<file path="src/rtl/fifo_drain_serializer.sv">
// Read-side drain engine: pops full-width words from a push/pop FIFO and
// serializes each one into narrow valid/ready beats, least-significant chunk first.
module fifo_drain_serializer #(
   parameter int WIDTH     = 64,
   parameter int OUT_WIDTH = 16,
   parameter int CNT_WIDTH = 16
) (
   input  logic                 clk,
   input  logic                 rst,
   input  logic                 en,
   input  logic                 fifo_empty,
   input  logic [WIDTH-1:0]     fifo_data,
   output logic                 pop,
   output logic                 out_valid,
   input  logic                 out_ready,
   output logic [OUT_WIDTH-1:0] out_data,
   output logic                 out_last,
   output logic                 busy,
   output logic [CNT_WIDTH-1:0] word_count
);

   localparam int RATIO   = WIDTH / OUT_WIDTH;
   localparam int CHUNK_W = (RATIO > 1) ? $clog2(RATIO) : 1;
   localparam logic [CHUNK_W-1:0] LAST_CHUNK = CHUNK_W'(RATIO - 1);

   typedef enum logic {
      IDLE = 1'b0,
      BUSY = 1'b1
   } state_t;

   state_t                 state_q, state_d;
   logic [WIDTH-1:0]       shift_q, shift_d;
   logic [CHUNK_W-1:0]     chunk_q, chunk_d;
   logic [CNT_WIDTH-1:0]   count_q, count_d;

   logic can_pop;
   logic last_chunk;
   logic beat_accept;

   // Reset masks the pop strobe so a word is never consumed during reset.
   assign can_pop     = en & ~fifo_empty & ~rst;
   assign last_chunk  = (chunk_q == LAST_CHUNK);
   assign out_valid   = (state_q == BUSY);
   assign busy        = out_valid;
   assign out_data    = shift_q[OUT_WIDTH-1:0];
   assign out_last    = out_valid & last_chunk;
   assign beat_accept = out_valid & out_ready;
   assign word_count  = count_q;

   always_comb begin
      state_d = state_q;
      shift_d = shift_q;
      chunk_d = chunk_q;
      count_d = count_q;
      pop     = 1'b0;
      case (state_q)
         IDLE: begin
            if (can_pop) begin
               pop     = 1'b1;
               shift_d = fifo_data;
               chunk_d = '0;
               count_d = count_q + CNT_WIDTH'(1);
               state_d = BUSY;
            end
         end
         BUSY: begin
            if (beat_accept) begin
               if (last_chunk) begin
                  // Reloading on the final accepted beat keeps words back-to-back.
                  if (can_pop) begin
                     pop     = 1'b1;
                     shift_d = fifo_data;
                     chunk_d = '0;
                     count_d = count_q + CNT_WIDTH'(1);
                  end else begin
                     state_d = IDLE;
                  end
               end else begin
                  shift_d = shift_q >> OUT_WIDTH;
                  chunk_d = chunk_q + CHUNK_W'(1);
               end
            end
         end
         default: state_d = IDLE;
      endcase
   end

   always_ff @(posedge clk) begin
      if (rst) begin
         state_q <= IDLE;
         shift_q <= '0;
         chunk_q <= '0;
         count_q <= '0;
      end else begin
         state_q <= state_d;
         shift_q <= shift_d;
         chunk_q <= chunk_d;
         count_q <= count_d;
      end
   end

endmodule

</file>
<file path="config.mk">
export PLATFORM = sky130hd
export DESIGN_NAME = fifo_drain_serializer
export DESIGN_NICKNAME = d
export VERILOG_FILES = /design/src/rtl/fifo_drain_serializer.sv
export SDC_FILE = /design/constraint.sdc
export NUM_CORES = 1
export LEC_CHECK = 0
export ABC_AREA = 1
export BUFFER_PORTS_ARGS = -buffer_cell sky130_fd_sc_hd__buf_4
export CORE_MARGIN = 10
export CORE_UTILIZATION = 39
export DETAILED_ROUTE_END_ITERATION = 10
export PLACE_DENSITY = 0.6
export SLEW_MARGIN = 10
export SYNTH_ARGS = -nofsm -noshare
export SYNTH_HDL_FRONTEND = slang
export SYNTH_SLANG_ARGS = --single-unit
</file>
<file path="constraint.sdc">
create_clock -name clk -period 1.8 [get_ports clk]
set_input_delay 0.36 -clock clk [delete_from_list [all_inputs] [get_ports clk]]
set_output_delay 0.36 -clock clk [all_outputs]
set_load 0.02 [all_outputs]
</file>
==> impl_metrics.yaml, run 1 <==
outcome:
  outcome: "finished, final reports clean"
die:
  fp.dieW_um: 119
  die-area_sq_um: 14100
  dieHeight_um: 119
  core_sq_um: 9370
  std_cell_rows: 35
  io_pins: 105
  start_util: 0.404
power:
  clkPwrFrac: 0.342
  power_frac_comb: 0.187
  power.leakage_nw: 2.05
  power.switching_mw: 1.25
  seq_power_share: 0.472
  swShare: 0.285
  power.internal_mw: 3.13
  p_per_area_nw_per_um2: 893
  peakVddDrop_mv: 0.549
timing:
  worst_pin_slew_ns: 0.307
  timing.final.crit_period_ns: 1.72
  setup_ws_ns: 0.0804
  relSlewSlack: 0.793
  grt_setup_unrepaired: "false"
  slew_violations: 0
  clock_skew_ns: 0.0101
  max_freq_mhz: 582
  setup_viol: 0
  hold_viol_final: 0
  finalCritPeriodShare: 0.955
  final.setup.tns_ns: 0
drt:
  drt_iter0_markers: 172
  drt-vias-per-instance: 4.90
  vias: 3649
  firstDrtPassIters: 4
  drc: 0
  ant_nets: 0
  routedWlPerCell_um: 14.5
  wl_um: 10800
yosys:
  ys.flop_type: "dfxtp_1"
  synth_commonest_cells: "dfxtp_1, nor2_1, nand2_1, o21ai_0, a21oi_1"
  yosys.area_share.simple: 0.244
  synth_area_sq_um: 3790
  synth.most_common_cell: "dfxtp_1"
  syn_area_per_cell_sq_um: 7.27
  synth_area_leaders: "dfxtp_1, o21ai_0, a21oi_1, nor2_1, nand2_1"
  yosysUniqueCellTypes: 28
  synthArstFlopShare: 0
  synth_nets: 593
  yosysTopAreaCell: "dfxtp_1"
  synth-seq-cells: 83
  synth_compound_area_frac: 0.208
  synth_adder_area_share: 0.00991
  muxShareOfSynthArea: 0
  synthCells: 521
  synth_edf_count: 0
  synth-xor-area-share: 0.00231
  synth_top_area_share: 0.439
  synth_top_family_by_area: "simple AND/OR/NAND/NOR gates"
  ys_seq_area_frac: 0.439
  yosysWarningCount: 0
placed_design:
  numPortBuffers: 104
  routabilityCongestion: 0.824
  dpl.hpwl_um: 7930
  pre_cts_ws_ns: 0.141
grt:
  grt_max_degree: 61
  grt_pass1_wl_um: 17800
  antenna_found_initial: 0
  grt_util_all_layers: 0.148
  grt_pass1_vias: 3612
  overflow: 0
worst_setup_path:
  crit_path_end_kind: "output port"
  crit_fanout: 4
  startpoint: "chunk_q[0]"
  r2r_start: "chunk_q[0]"
  start_kind: "register"
  worstReg2RegEnd: "shift_q[21]"
  rr_worst_depth: 8
  r2r_slack_ns: 0.20
  cp-endpoint: "pop"
  critPathArrivalTime_ns: 1.36
  required_ns: 1.44
  path_class: "register to output port"
worst_hold_path:
  hold_path.class: "input pin to register"
  hp-start: "fifo_data[53]"
cts:
  h-tree-depth: 3
  cts_buffers: 9
  clock_tree.root_cell: "clkbuf_8"
  clockBufferDepth: 2
  cts_tree: "built"
  clock_sinks: 83
  postCtsHoldBufs: 0
  clk_pin_slew_ns: 0.08
  clock_latency_ns: 0.36
finish:
  drive_above_1_share: 0.270
  synthToLayoutAreaGrowth_pct: 29.3
  fin_nets: 682
  antenna_cells: 0
run:
  drv_cap: 0
-- flip-flops by register name (all words and copies together), names as in the netlist --
name        cells
chunk_q         2
shift_q        64
word_count     16
busy            1
-- power by group through the flow --
stage	Clock, mW	Sequential (mW)	Combinational [mW]
after floorplan	0	2.09	0.539
after global placement	0	2.10	0.805
after detailed placement	0	2.10	0.812
after CTS	1.53	2.06	0.820
after global routing	1.60	2.08	0.913
final	1.49	2.06	0.817
-- how the worst min path moves through the flow --
stage	to	depth (start not counted)
floorplan	shift_q[48]	2
global placement	shift_q[49]	2
detailed placement	shift_q[52]	2
CTS	shift_q[54]	3
global route	shift_q[50]	3
finish	shift_q[53]	3
-- cells by family after synthesis --
logic type                 count (synthesis)
and+or+nand+nor                          207
AOI/OAI and AO/OA                        155
DFF                                       83
buffers and inverters                     72
adders and majority gates                  3
xor gates and xnor gates                   1
-- layout make-up --
| type | count | area [sq um] |
|---|---|---|
| fill | 981 | 4470 |
| multi-input combinational | 366 | 1780 |
| sequential | 83 | 1670 |
| timing repair buffer | 124 | 960 |
| tap | 129 | 161 |
| clock buffer | 9 | 124 |
| clock inverter | 7 | 101 |
| inverter | 26 | 101 |
-- cell usage in the layout, fill, tap and decap left out, drive strengths merged --
master / instances
nand3: 9
buf: 124
bufinv: 2
o21ai: 79
inv: 26
a21oi: 71
a21o: 1
and2: 1
clkbuf: 9
nor3: 25
clkinv: 3
clkinvlp: 2
o211ai: 1
nor2: 83
nand4: 5
dfxtp: 83
nand2: 84
o21bai: 3
xnor2: 1
ha: 3
-- per-stage QoR --
step | instance area [sq um] | cells | utilization | hold WS (ns) | power, mW
after detailed placement | 4620 | 726 | 0.493 | 0.456 | 2.91
after floorplan | 3790 | 521 | - | 0.444 | 2.62
after global routing | 4900 | 744 | 0.523 | 0.251 | 4.59
after CTS | 4880 | 742 | 0.520 | 0.242 | 4.42
final | 4900 | 744 | 0.523 | 0.258 | 4.37
after global placement | 4620 | 726 | 0.493 | 0.457 | 2.91
-- layer usage --
metal,GRT usage,part of all wire,up-vias
met3,0.0362,0.042,12
met1,0.199,0.50,1661
met4,0.0435,0.014,0
met2,0.229,0.45,91
met5,0,0,-
li1,-,-,1885
-- worst max-delay path, cell delays in order, from the launching register on --
cell,delay [ns]
dfxtp_4,0.38
ha_4,0.17
nor2_8,0.05
nor2_2,0.12
nand2_2,0.09
inv_4,0.09
buf_6,0.11
-- repair_timing --
| action | CTS | global route |
|---|---|---|
| setup endpoints to repair | 1 | 1 |
| gates cloned | 0 | 0 |
| resized for setup | 8 | 2 |
| pin swaps | 0 | 1 |
| endpoints found under the hold margin | 0 | 0 |
| setup buffers | 0 | 2 |
Note: power is estimated with default switching activity, not from simulation.
==> inputs of run 2 (changes only) <==
--- a/config.mk
+++ b/config.mk
@@ -8,9 +8,9 @@
 export ABC_AREA = 1
 export BUFFER_PORTS_ARGS = -buffer_cell sky130_fd_sc_hd__buf_4
 export CORE_MARGIN = 10
-export CORE_UTILIZATION = 39
+export CORE_UTILIZATION = 30
 export DETAILED_ROUTE_END_ITERATION = 10
-export PLACE_DENSITY = 0.6
+export PLACE_DENSITY = 0.49
 export SLEW_MARGIN = 10
 export SYNTH_ARGS = -nofsm -noshare
 export SYNTH_HDL_FRONTEND = slang
==> impl_metrics.yaml, run 2 (synthesis gave the netlist of run 1 again) <==
cts:
  h-tree-depth: 3
  postCtsHoldBufs: 0
  clockBufferDepth: 2
  clock_tree.root_cell: "clkbuf_16"
  clock_latency_ns: 0.34
  cts_tree: "built"
  cts_buffers: 9
  clk_pin_slew_ns: 0.06
  clock_sinks: 83
placed_design:
  pre_cts_ws_ns: 0.0614
  dp_cells: 766
  routabilityCongestion: 0.771
  dpl.hpwl_um: 8730
  numPortBuffers: 104
drt:
  routedWlPerCell_um: 14.6
  ant_nets: 0
  drc: 0
  firstDrtPassIters: 4
  vias: 3608
  drt_iter0_markers: 150
  wl_um: 11400
  drt-vias-per-instance: 4.61
worst_setup_path:
  crit_fanout: 6
  worstPathCellList: "ha_4 > nor2_8 > nor2_2 > nand2_2 > inv_2 > buf_4"
  start_kind: "register"
  required_ns: 1.44
  r2r_start: "chunk_q[0]"
  critical_path.top_delay_family: "flip-flops"
  r2r_slack_ns: 0.20
  worst-path-buf-inv: 2
  path_class: "register to output port"
  critPathArrivalTime_ns: 1.36
  cpPeakStageDelay_ns: 0.38
  crit_path_end_kind: "output port"
  crit_slowest_cell: "dfxtp_4"
  startpoint: "chunk_q[0]"
finish:
  final_util: 0.410
  synthToLayoutAreaGrowth_pct: 32.1
  largest_reg_flops: 64
  mostFrequentLayoutCells: "buf_4, dfxtp_1, nand2_1, nor2_1, o21ai_0"
  final_common_cell: "buf_4"
  fin_cells: 782
  fill_cells: 1328
  largest_register: "shift_q"
  multi_input_area_sq_um: 1780
  fin_nets: 681
  drive_above_1_share: 0.269
  antenna_cells: 0
  seqCellArea_sq_um: 1670
die:
  start_util: 0.310
  fp.dieW_um: 132
  std_cell_rows: 40
  die-area_sq_um: 17500
  core_sq_um: 12200
  io_pins: 105
  dieHeight_um: 132
grt:
  overflow: 0
  grt_util_all_layers: 0.129
  grt_max_degree: 43
  antenna_found_initial: 0
  grt_pass1_vias: 3619
  grt_pass1_wl_um: 18700
timing:
  setup_viol: 0
  final.setup.tns_ns: 0
  slew_violations: 0
  timing.final.crit_period_ns: 1.72
  max_freq_mhz: 581
  clock_skew_ns: 0.00656
  relSlewSlack: 0.776
  hold_viol_final: 0
  worst_pin_slew_ns: 0.333
  setup_ws_ns: 0.0801
  grt_setup_unrepaired: "false"
  finalCritPeriodShare: 0.956
power:
  power_frac_comb: 0.170
  power.internal_mw: 3.49
  power.switching_mw: 1.29
  p_per_area_nw_per_um2: 955
  clkPwrFrac: 0.397
  total_power_mw: 4.78
  swShare: 0.270
  peakVddDrop_mv: 0.437
  power.leakage_nw: 2.08
  seq_power_share: 0.433
worst_hold_path:
  hold_path.class: "input pin to register"
  hp-start: "fifo_data[53]"
run:
  drv_cap: 0
outcome:
  outcome: "finished, final reports clean"
## run 2: worst paths after layout
path         cells past startpoint     endpoint
max reg2reg                      8   shift_q[1]
min reg2reg                      2  shift_q[52]
min                              3  shift_q[53]
max                              6          pop
## run 2: per-layer routing
| layer | routed length (um) | vias to the layer above | track usage |
|---|---|---|---|
| met5 | 0 | - | 0 |
| met4 | 133 | 0 | 0.0385 |
| met3 | 498 | 8 | 0.0343 |
| met2 | 5230 | 80 | 0.208 |
| met1 | 5530 | 1625 | 0.163 |
| li1 | - | 1895 | - |
## run 2: worst register-to-register path: stages (launching register included)
cell and delay [ns]:
dfxtp_4 0.36, ha_4 0.18, nor2_8 0.14, inv_2 0.06, nor2_1 0.17, inv_1 0.10, buf_4 0.18, o21ai_0 0.22
nor3_1 0.08
## run 2: repair_timing
item	4_1_cts	5_1_grt
buffers inserted	0	0
setup endpoints to repair	1	1
endpoints found under the hold margin	0	0
resized for setup	4	3
## run 2: power groups by stage
stage	combinational (mW)	sequential [mW]	clock, mW
after floorplan	0.539	2.09	0
after global placement	0.807	2.11	0
after detailed placement	0.818	2.11	0
after CTS	0.822	2.07	1.95
after global routing	0.909	2.08	2.03
final	0.812	2.07	1.90
## run 2: area by class of cell
| class | count | area share |
|---|---|---|
| Clock buffer | 11 | 0.0505 |
| Clock inverter | 5 | 0.0122 |
| Inverter | 26 | 0.0197 |
| Multi-Input combinational cell | 366 | 0.356 |
| Sequential cell | 83 | 0.333 |
| Tap cell | 168 | 0.0420 |
| Timing Repair Buffer | 123 | 0.187 |
## run 2: through the flow
step	hold slack, ns	cell area (sq um)
floorplan	0.444	3790
global placement	0.458	4670
detailed placement	0.458	4670
CTS	0.273	5000
global route	0.281	5010
finish	0.284	5010
==> inputs of run 3 (changes only) <==
--- a/config.mk
+++ b/config.mk
@@ -10,6 +10,7 @@
 export CORE_MARGIN = 10
 export CORE_UTILIZATION = 30
 export DETAILED_ROUTE_END_ITERATION = 10
+export GPL_TIMING_DRIVEN = 0
 export PLACE_DENSITY = 0.49
 export SLEW_MARGIN = 10
 export SYNTH_ARGS = -nofsm -noshare
==> impl_metrics.yaml, run 3 (synthesis gave the netlist of run 1 again) <==
worst_setup_path:
  worstReg2RegEnd: "shift_q[20]"
  r2r_start: "chunk_q[0]"
  start_kind: "register"
  path_class: "register to output port"
  r2r_slack_ns: 0.16
  required_ns: 1.44
  critPathArrivalTime_ns: 1.36
  worstPathCellList: "ha_4 > nor2_8 > nor2_2 > nand2_2 > clkinv_4 > buf_6"
  cpPeakStageDelay_ns: 0.36
  crit_fanout: 6
  critical_path.top_delay_family: "flip-flops"
  cp-endpoint: "pop"
  path_depth: 6
  startpoint: "chunk_q[0]"
  rr_worst_depth: 8
  crit_slowest_cell: "dfxtp_4"
  crit_path_end_kind: "output port"
  worst-path-buf-inv: 2
timing:
  setup_ws_ns: 0.0786
  finalCritPeriodShare: 0.956
  timing.final.crit_period_ns: 1.72
  max_freq_mhz: 581
  grt_setup_unrepaired: "true"
  slew_violations: 0
  setup_viol: 0
  clock_skew_ns: 0.00644
  worst_pin_slew_ns: 0.538
  relSlewSlack: 0.641
  hold_viol_final: 0
drt:
  firstDrtPassIters: 4
  drc: 0
  drt-vias-per-instance: 4.61
  routedWlPerCell_um: 14.4
  drt_iter0_markers: 128
  wl_um: 11700
  ant_nets: 0
  vias: 3747
cts:
  cts_buffers: 9
  clk_pin_slew_ns: 0.06
  clock_latency_ns: 0.34
  clock_tree.root_cell: "clkbuf_16"
  clockBufferDepth: 2
  clock_sinks: 83
  cts_tree: "built"
  h-tree-depth: 3
finish:
  fin_nets: 711
  largest_reg_flops: 64
  final_common_cell: "buf_4"
  postLayoutCellArea_sq_um: 5190
  multi_input_area_sq_um: 1780
  largest_register: "shift_q"
  synthToLayoutAreaGrowth_pct: 37.1
  fill_cells: 1328
  antenna_cells: 0
  seqCellArea_sq_um: 1670
  drive_above_1_share: 0.276
  mostFrequentLayoutCells: "buf_4, nand2_1, dfxtp_1"
grt:
  grt_pass1_vias: 3774
  overflow: 0
  grt_util_all_layers: 0.132
  grt_max_degree: 15
  antenna_found_initial: 0
  grt_pass1_wl_um: 19100
die:
  dieHeight_um: 132
  fp.dieW_um: 132
  die-area_sq_um: 17500
  std_cell_rows: 40
  io_pins: 105
  start_util: 0.310
  core_sq_um: 12200
placed_design:
  routabilityCongestion: 0.795
  dpl.hpwl_um: 9220
  numPortBuffers: 103
  place_area_sq_um: 4770
  pre_cts_ws_ns: -0.325
power:
  total_power_mw: 5.12
  peakVddDrop_mv: 0.411
  power.leakage_nw: 2.19
  p_per_area_nw_per_um2: 986
run:
  drv_cap: 0
outcome:
  outcome: "finished, final reports clean"
worst_hold_path:
  hold_path.class: "input pin to register"
## run 3: cell count changes in the layout (fill, tap and decap cells not counted), sizes merged
cell      delta
buf         +12
bufinv       +2
clkbuf      +18
clkinvlp     -3
inv          +1
## run 3: worst register-to-register path, cell delays in order, from the launching register on
cell      delay [ns]
dfxtp_4         0.36
ha_4            0.18
nor2_8          0.11
inv_2           0.10
nor2_1          0.15
inv_1           0.10
clkbuf_1        0.20
o21ai_0         0.27
nor3_2          0.06
## run 3: area by class of cell
type,count,area share
repair buffers,108,0.157
clock inverters,5,0.0207
well taps,168,0.0405
plain buffers,45,0.0506
flip-flops and latches,83,0.322
clock buffers,11,0.0467
multi-input cells,366,0.343
inverters,26,0.0200
## run 3: how the worst min path moves through the flow
stage | startpoint | end | slack [ns] | depth (start not counted)
5_1_grt | fifo_data[56] | shift_q[56] | 0.28 | 3
4_1_cts | fifo_data[53] | shift_q[53] | 0.27 | 3
2_1_floorplan | shift_q[48] | shift_q[48] | 0.44 | 2
6_report | fifo_data[50] | shift_q[50] | 0.28 | 3
3_3_place_gp | shift_q[54] | shift_q[54] | 0.46 | 2
3_5_place_dp | shift_q[54] | shift_q[54] | 0.46 | 2
## run 3: routing by layer
layer	routed length (um)	vias up	track usage
met2	5300	86	0.212
met3	560	11	0.0328
met5	0	-	0
li1	-	1949	-
met1	5660	1701	0.165
met4	170	0	0.0550
## run 3: power by group
part	total (mW)	leakage, nW	internal, mW	switching, mW
Combinational	0.877	1.33	0.399	0.478
Sequential	2.07	0.682	1.99	0.0863
Clock	2.17	0.171	1.40	0.770
Total	5.12	2.19	3.79	1.33
## run 3: stage by stage
stage          hold slack [ns]  utilization  TNS, ns  std cells
2_1_floorplan            0.444            -        0        521
5_1_grt                  0.282        0.425  -0.0648        812
6_report                 0.279        0.425        0        812
3_5_place_dp             0.459        0.391    -1.56        792
3_3_place_gp             0.461        0.391    -1.24        792
4_1_cts                  0.274        0.424        0        811
## run 3: repair_timing
action,in CTS,in global routing
resized for setup,12,6
hold buffers,0,0
setup endpoints to repair,24,9
pin swaps,1,0
setup buffers,4,1
